### config.mk
export PLATFORM = sky130hd
export DESIGN_NAME = sort_job_scheduler
export DESIGN_NICKNAME = d
export VERILOG_FILES = /design/src/rtl/sort_pkg.sv /design/src/rtl/rr_arbiter.sv /design/src/rtl/sort_job_scheduler.sv
export SDC_FILE = /design/constraint.sdc
export NUM_CORES = 1
export LEC_CHECK = 0
export ABC_CLOCK_PERIOD_IN_PS = 2680
export BUFFER_PORTS_ARGS = -buffer_cell sky130_fd_sc_hd__buf_4
export CORE_ASPECT_RATIO = 1.1
export CORE_MARGIN = 5
export CORE_UTILIZATION = 40
export CTS_CLUSTER_SIZE = 28
export DETAILED_ROUTE_END_ITERATION = 8
export PLACE_DENSITY = 0.88
export SLEW_MARGIN = 10
export SYNTH_ARGS = -nofsm -noshare
export SYNTH_HDL_FRONTEND = slang
export SYNTH_SLANG_ARGS = --single-unit
### constraint.sdc
create_clock -name i_clk -period 2.68 [get_ports i_clk]
set_clock_uncertainty 0.15 [all_clocks]
set_input_delay 0.134 -clock i_clk [delete_from_list [all_inputs] [get_ports i_clk]]
set_output_delay 0.134 -clock i_clk [all_outputs]
set_load 0.01 [all_outputs]
### src/rtl/sort_pkg.sv
// Shared types and width helpers for the sort job scheduler and its round-robin arbiter.
package sort_pkg;

    typedef enum logic [1:0] {IDLE, ISSUE, WAIT, RESP} sched_state_t;

    function automatic int vec_w(input int num_vals, input int size_data);
        return num_vals * size_data;
    endfunction

    function automatic int id_w(input int n);
        return (n > 1) ? $clog2(n) : 1;
    endfunction

endpackage

### src/rtl/rr_arbiter.sv
// Round-robin arbiter: combinational one-hot grant starting at the pointer, pointer
// advances past the granted index when the advance strobe is high.
module rr_arbiter
    import sort_pkg::*;
#(
    parameter int N = 4
) (
    input  logic              clk,
    input  logic              rst,
    input  logic [N-1:0]      req,
    input  logic              adv,
    output logic [N-1:0]      gnt,
    output logic [id_w(N)-1:0] gnt_idx,
    output logic [id_w(N)-1:0] ptr
);
    localparam int IW = id_w(N);

    // Second pass (indices at/after the pointer) overrides the wrapped first pass.
    always_comb begin
        gnt_idx = '0;
        for (int j = N - 1; j >= 0; j--) begin
            if (req[j] && (j < int'(ptr))) gnt_idx = IW'(j);
        end
        for (int j = N - 1; j >= 0; j--) begin
            if (req[j] && (j >= int'(ptr))) gnt_idx = IW'(j);
        end
        gnt = '0;
        if (|req) gnt[gnt_idx] = 1'b1;
    end

    always_ff @(posedge clk or posedge rst) begin
        if (rst) begin
            ptr <= '0;
        end else if (adv) begin
            ptr <= (gnt_idx == IW'(N - 1)) ? '0 : gnt_idx + 1'b1;
        end
    end

endmodule

### src/rtl/sort_job_scheduler.sv
// Shares one sort engine between NUM_REQ requesters: round-robin grant, start/done handshake,
// valid/ready response. Optional watchdog enabled by defining SORT_SCHED_TIMEOUT_EN.
module sort_job_scheduler
    import sort_pkg::*;
#(
    parameter int NUM_REQ     = 4,
    parameter int NUM_VALS    = 5,
    parameter int SIZE_DATA   = 8,
    parameter int START_CYC   = 3,
    parameter int TIMEOUT_CYC = 64
) (
    input  logic                                     i_clk,
    input  logic                                     i_rst,
    input  logic [NUM_REQ-1:0]                       i_req,
    input  logic [NUM_REQ*vec_w(NUM_VALS,SIZE_DATA)-1:0] i_req_data,
    output logic [NUM_REQ-1:0]                       o_gnt,
    output logic                                     o_eng_start,
    output logic [vec_w(NUM_VALS,SIZE_DATA)-1:0]     o_eng_data,
    input  logic                                     i_eng_done,
    input  logic [vec_w(NUM_VALS,SIZE_DATA)-1:0]     i_eng_data,
    output logic                                     o_rsp_valid,
    output logic [id_w(NUM_REQ)-1:0]                 o_rsp_id,
    output logic [vec_w(NUM_VALS,SIZE_DATA)-1:0]     o_rsp_data,
    output logic                                     o_rsp_err,
    input  logic                                     i_rsp_ready
);
    localparam int VW   = vec_w(NUM_VALS, SIZE_DATA);
    localparam int IW   = id_w(NUM_REQ);
    localparam int CMAX = (START_CYC > TIMEOUT_CYC) ? START_CYC : TIMEOUT_CYC;
    localparam int CW   = $clog2(CMAX + 1);

    sched_state_t         state, nxt;
    logic [NUM_REQ-1:0]   arb_gnt;
    logic [IW-1:0]        arb_idx, rr_ptr, id_q;
    logic [VW-1:0]        sel_data, rsp_data_q;
    logic [CW-1:0]        start_cnt;
    logic                 adv, tmo_hit, job_active;

    rr_arbiter #(.N(NUM_REQ)) u_arb (
        .clk     (i_clk),
        .rst     (i_rst),
        .req     (i_req),
        .adv     (adv),
        .gnt     (arb_gnt),
        .gnt_idx (arb_idx),
        .ptr     (rr_ptr)
    );

    always_comb begin
        sel_data = '0;
        for (int r = 0; r < NUM_REQ; r++) begin
            if (arb_idx == IW'(r)) sel_data = i_req_data[r*VW +: VW];
        end
    end

    assign job_active = (state == ISSUE) || (state == WAIT);

`ifdef SORT_SCHED_TIMEOUT_EN
    logic [CW-1:0] tmo_cnt;
    logic          rsp_err_q;

    assign tmo_hit   = job_active && !i_eng_done && (tmo_cnt == CW'(TIMEOUT_CYC - 1));
    assign o_rsp_err = rsp_err_q;

    // Counter is held at zero while idle, so it starts from zero at every grant.
    always_ff @(posedge i_clk or posedge i_rst) begin
        if (i_rst) begin
            tmo_cnt   <= '0;
            rsp_err_q <= 1'b0;
        end else if (state == IDLE) begin
            tmo_cnt <= '0;
        end else if (job_active) begin
            tmo_cnt <= tmo_cnt + 1'b1;
            if (i_eng_done)   rsp_err_q <= 1'b0;
            else if (tmo_hit) rsp_err_q <= 1'b1;
        end
    end
`else
    assign tmo_hit   = 1'b0;
    assign o_rsp_err = 1'b0;
`endif

    always_comb begin
        nxt = state;
        adv = 1'b0;
        case (state)
            IDLE: begin
                if (|i_req) begin
                    adv = 1'b1;
                    nxt = ISSUE;
                end
            end
            ISSUE: begin
                if (i_eng_done || tmo_hit)                  nxt = RESP;
                else if (start_cnt == CW'(START_CYC - 1))   nxt = WAIT;
            end
            WAIT: begin
                if (i_eng_done || tmo_hit) nxt = RESP;
            end
            RESP: begin
                if (i_rsp_ready) nxt = IDLE;
            end
            default: nxt = IDLE;
        endcase
    end

    always_ff @(posedge i_clk or posedge i_rst) begin
        if (i_rst) begin
            state      <= IDLE;
            o_gnt      <= '0;
            o_eng_data <= '0;
            id_q       <= '0;
            start_cnt  <= '0;
            rsp_data_q <= '0;
        end else begin
            state <= nxt;
            o_gnt <= adv ? arb_gnt : '0;
            if (adv) begin
                o_eng_data <= sel_data;
                id_q       <= arb_idx;
                start_cnt  <= '0;
            end
            if (state == ISSUE) start_cnt <= start_cnt + 1'b1;
            // On timeout the unsorted input is returned in place of engine data.
            if (job_active && (i_eng_done || tmo_hit)) begin
                rsp_data_q <= i_eng_done ? i_eng_data : o_eng_data;
            end
        end
    end

    assign o_eng_start = (state == ISSUE);
    assign o_rsp_valid = (state == RESP);
    assign o_rsp_id    = id_q;
    assign o_rsp_data  = rsp_data_q;

    ptr_hold_when_idle: assert property (@(posedge i_clk) disable iff (i_rst)
        (state == IDLE && i_req == '0) |=> $stable(rr_ptr));

endmodule

Word-level counts from Yosys, hierarchy flattened
Index checks and enable logic that the tools add are counted.
W data, S select, Z words.
Cells by class
  $add $sub $neg: 2
  $lt $le $gt $ge: 8
  equal/unequal tests: 11
  muxes and demuxes: 27
  reduce and logical (&&, ||, !) cells: 14
Operator list (count)
  $mux W40: 5
  $mux W2: 13
  $mux W7: 2
  $eq A2 B2 Y1 const B: 4
  $logic_and A1 B1 Y1: 8
  $mux W4: 2
  $pmux W2 S4: 1
  $add A7 B1 Y7 const B: 1
  $eq A7 B2 Y1 const B: 1
  $eq A2 B1 Y1 const B: 2
  $ge A1 B2 Y1 const A: 2
  $logic_not A2 Y1: 2
  $lt A1 B2 Y1 const A: 2
  $ne A2 B2 Y1 const B: 2
  $reduce_and A4 Y1: 1
  $reduce_or A4 Y1: 1
  $lt A2 B3 Y1 const B: 1
  $mux W1: 3
  $ne A3 B1 Y1 const B: 1
  $add A2 B1 Y2 const B: 1
  $demux W1 S2: 1
  $ge A2 B1 Y1 const B: 1
  $ge A2 B2 Y1 const A: 1
  $lt A2 B2 Y1 const A: 1
  other kinds (3): 3
Storage, ports and cells
  bits in registers: 97
  bits of input ports: 208
  output and inout port bits: 89
  logic and storage cells: 69

Longest topological paths before layout
  word-level depth: 15
  gate-level depth with buffers: 11
  mapped depth without buffers: 9

By module
A second synthesis with hierarchy kept.
Second synthesis, totals
  cells, all modules: 412
  area, all modules: 5031.1 um^2
Modules (own cells, without submodules)
  sort_job_scheduler: times used 1, cells each 383, area each 4755.8 um^2, seq. area each 2377.3 um^2
  rr_arbiter: times used 1, cells each 29, area each 275.3 um^2, seq. area each 50.0 um^2

Worst setup path before layout
OpenSTA, ideal clock, no wires.
  path kind: register to register
  start point: register u_arb.ptr[1]
  end point: register o_eng_data[0]
  setup time: 77 ps
  arrival time: 2077 ps
  required time: 2453 ps
  slack: 376 ps
  stages on the path, launching flop included: 10
  buffers on the path: 2
  clock period less this slack: 2304 ps
  path through: dfrtp_1 > nand2b_1 > a311o_1 > inv_1 > ha_1 > buf_2 > clkbuf_1 > a221oi_1 > a211o_1 > a21oi_1
On the way
  elaborated cells on any way between the ends: 27
  those cells by class: 6 x order compare; 3 x eq/ne; 11 x mux; 7 x reduce/logical
RTL lines
  from (decl): RTL line rr_arbiter.sv:14  | output logic [id_w(N)-1:0] ptr
  from (signal assigned): RTL line rr_arbiter.sv:35  | ptr <= (gnt_idx == IW'(N - 1)) ? '0 : gnt_idx + 1'b1;
  $lt A1 B2 Y1: RTL line rr_arbiter.sv:22  | if (req[j] && (j < int'(ptr))) gnt_idx = IW'(j);
  $logic_and A1 B1 Y1: RTL line rr_arbiter.sv:22
  $mux W2 (2 in series): RTL line rr_arbiter.sv:22
  $mux W2 (3 in series): RTL line rr_arbiter.sv:25  | if (req[j] && (j >= int'(ptr))) gnt_idx = IW'(j);
  $mux W2 (*): RTL line rr_arbiter.sv:25
  via arb_idx[0]: RTL line sort_job_scheduler.sv:34  | logic [IW-1:0] arb_idx, rr_ptr, id_q;
  $logic_not A2 Y1: RTL line sort_job_scheduler.sv:52  | if (arb_idx == IW'(r)) sel_data = i_req_data[r*VW +: VW];
  $mux W40 (3 in series): RTL line sort_job_scheduler.sv:52
  $mux W40 (*): RTL line sort_job_scheduler.sv:52
  to (signal assigned): RTL line sort_job_scheduler.sv:119  | o_eng_data <= sel_data;
  to (decl): RTL line sort_job_scheduler.sv:18  | output logic [vec_w(NUM_VALS,SIZE_DATA)-1:0] o_eng_data,
The timed path passes the listed nets; every way through them passes the cells marked *.
A chain may end at the register's enable or synchronous reset.

Final worst setup path
  start point: register u_arb.ptr[1]
  end point: register o_eng_data[25]
The elaborated chain is that of the path after synthesis.

==> results.cfg <==
[synth]
netlist.area_leader.share_pct = 47.76
netlist_top_cells_area = dfrtp_1 (48%), mux2_2 (9.3%), a21oi_1 (8.1%)
ys_warn_count = 0
yosysSeqAreaShare_pct = 47.76
syn_area_um2 = 5082
yosys.area.top_type = dfrtp_1
synth_area_per_cell_um2 = 10.06
async_flop_share_pct = 100.0
synth-seq-cells = 97
synth_flop_cell = dfrtp_1
synthesis.nets = 723
synth_cells = 505
synth.distinct_cells = 33
synth_edf_count = 0

[clocking]
htreeDepth = 3
clock_latency_ns = 0.35
clk_path_buf_depth = 2
clkTransAtPathRegs_ns = 0.07
root_buffer = clkbuf_16
cts_sinks = 97
cts_tree = yes
cts_buffers = 9
postCtsSetupRepairBufs = 0

[layout]
layout_commonest_cell = buf_4
n_antenna_cell = 0
final_cell_mix = buf_4 (300), dlygate4sd3_1 (112), dfrtp_1 (97), a21oi_1 (82), nor2_1 (46)
fin_area_um2 = 8855
drive_gt1_share_pct = 41.52
area_growth_pct = 74.22
layout.nets = 1109
fillCellCount = 830

[job]
cap_violations = 0

[detailed_routing]
ant_nets = 0
drc = 0
avgRoutedWirePerCell_um = 20.45
initialDrtViolationCount = 306
viasPerCell = 5.488
drt_pass1_iterations = 5
vias = 5779
drt-total-wl_mm = 21.54

[worst_setup_path]
worstPathMaxFanout = 16
crit_buf_inv = 2
rrSetupSlack_ns = 0.15
crit_required_ns = 2.77
cp.arrival_ns = 2.62
cp_top_family = compound AO/OA/AOI/OAI gates
reg2reg_from = u_arb.ptr[1]
critical_path.cell_chain = nand2b_1, a311o_1, inv_1, ha_2, nor2b_4, buf_4, a221oi_1, a211o_1, a21oi_1
endpoint_kind = flop
slowest_stage = dfrtp_1
cpPeakStageDelay_ns = 0.42
path_class = flop to flop
reg2reg_depth = 9
crit_path_start_kind = flop
r2r_end = o_eng_data[25]

[outcome]
status = finished, violations left
violations = hold timing

[timing]
fin_crit_ns = 2.525
fin_hold_ws_ns = -0.005982
maxSlewHeadroom_pct = 49.74
setup_violations = 0
finalSetupTns_ns = 0
hold_violations = 1
worst_pin_slew_ns = 0.7523
fin_crit_sh_pct = 94.22
fmax_ghz = 0.3960
rsz0062_at_grt = no
drv_slew = 0

[place]
dpl_cell_area_um2 = 7448
dp_hpwl_mm = 13.37
gp_congestion = 0.8767
port_buffers = 295

[worst_hold_path]
min_to = o_eng_data[5]
hp-class = primary input to flop
hp-start = i_req_data[85]
holdPathStages = 4

[floorplanning]
dieArea_um2 = 15060
core_um2 = 12540
die_h_um = 128.2
die_w_um = 117.5
ios = 297
rows = 43
start_util_pct = 40.54

[power_and_ir_drop]
p_leak_nw = 4.330
p_total_mw = 9.023
peakVddDrop_mv = 1.025
powerDensity_nw_per_um2 = 1019

[global_routing]
grt_pass1_vias = 6338
overflow = 0
grt_pass1_wl_mm = 33.82
grt_usage_pct = 28.11
grt_max_degree = 51
grt_antenna_before_repair = 0
==> layout make-up <==
| cell class | count | area (um^2) | share of cell area (%) |
|---|---|---|---|
| sequential | 97 | 2427 | 27.41 |
| clock inverter | 5 | 38.79 | 0.4380 |
| multi-input combinational | 318 | 2268 | 25.62 |
| inverter | 46 | 176.4 | 1.992 |
| clock buffer | 11 | 242.7 | 2.741 |
| tap | 157 | 196.4 | 2.218 |
| timing repair buffer | 419 | 3505 | 39.58 |
==> cells by family (layout without fill, tap and decap cells) <==
family                   after synthesis  after routing  share of synthesized area (%)
AO/OA/AOI/OAI                        174            174                          23.54
adder cells (fa/ha/maj)               10             10                          2.462
other                                  1              1                        0.07378
buffers and inverters                 90            481                          8.050
multiplexers                          45             45                          9.897
flip-flops                            97             97                          47.76
AND/OR/NAND/NOR                       83             83                          7.361
XOR/XNOR                               5              5                         0.8616
==> worst min-delay path, cell delays in order <==
cell and delay, ns:
buf_4 0.11, inv_1 0.05, a211o_1 0.11, a21oi_1 0.05
==> per-layer routing <==
metal,share of wire (%),global-route usage [%],vias to the layer above
li1,-,-,2573
met1,35,30.59,2751
met2,50,48.50,363
met3,9.5,9.532,92
met4,4.8,14.98,0
met5,0,0,-
==> metrics by stage <==
stage	util [%]	hold slack (ns)	worst slack [ns]	cells
6_report	70.64	-0.005982	0.1548	1053
5_1_grt	70.64	0.006769	0.03102	1053
4_1_cts	70.61	0.001457	0.1379	1053
3_5_place_dp	59.42	0.1594	0.1721	925
3_3_place_gp	59.42	0.1604	0.2339	925
2_1_floorplan	-	0.1346	0.3757	505
==> how the worst max path moves through the flow <==
| stage | from | endpoint | slack (ns) | cells after the start |
|---|---|---|---|---|
| global route | u_arb.ptr[1] | o_eng_data[36] | 0.03 | 10 |
| floorplan | u_arb.ptr[1] | o_eng_data[0] | 0.38 | 9 |
| global placement | u_arb.ptr[1] | o_eng_data[30] | 0.23 | 9 |
| finish | u_arb.ptr[1] | o_eng_data[25] | 0.15 | 9 |
| CTS | u_arb.ptr[1] | o_eng_data[30] | 0.14 | 9 |
| detailed placement | u_arb.ptr[1] | o_eng_data[30] | 0.17 | 9 |
==> flip-flops by register name, indices dropped and copies added (netlist names) <==
signal / cells
u_arb.ptr: 2
o_gnt: 4
state: 2
o_rsp_data: 40
o_rsp_id: 2
start_cnt: 7
o_eng_data: 40
==> synthesized netlist by cell type (all sizes together) (2+ instances only) <==
cell type	number
ha	10
inv	46
xnor2	4
a21oi	82
nand2	19
nor2b	2
mux2i	3
nand3	3
dfrtp	97
clkbuf	24
nor2	46
and2	4
mux2	42
nand2b	5
buf	20
o21ai	5
a211o	42
a221oi	40
==> repair_timing <==
action	4_1_cts	5_1_grt
resized for setup	0	1
hold buffers	112	0
setup endpoints to repair	0	2
hold endpoints to repair	107	0
==> report_power, final <==
part	total [mW]	switching, mW	internal (mW)
Clock	1.24	0.583	0.661
Combinational	5.09	2.54	2.55
Sequential	2.69	0.494	2.20
Total	9.02	3.62	5.40
Power figures use the tool's default switching activity.
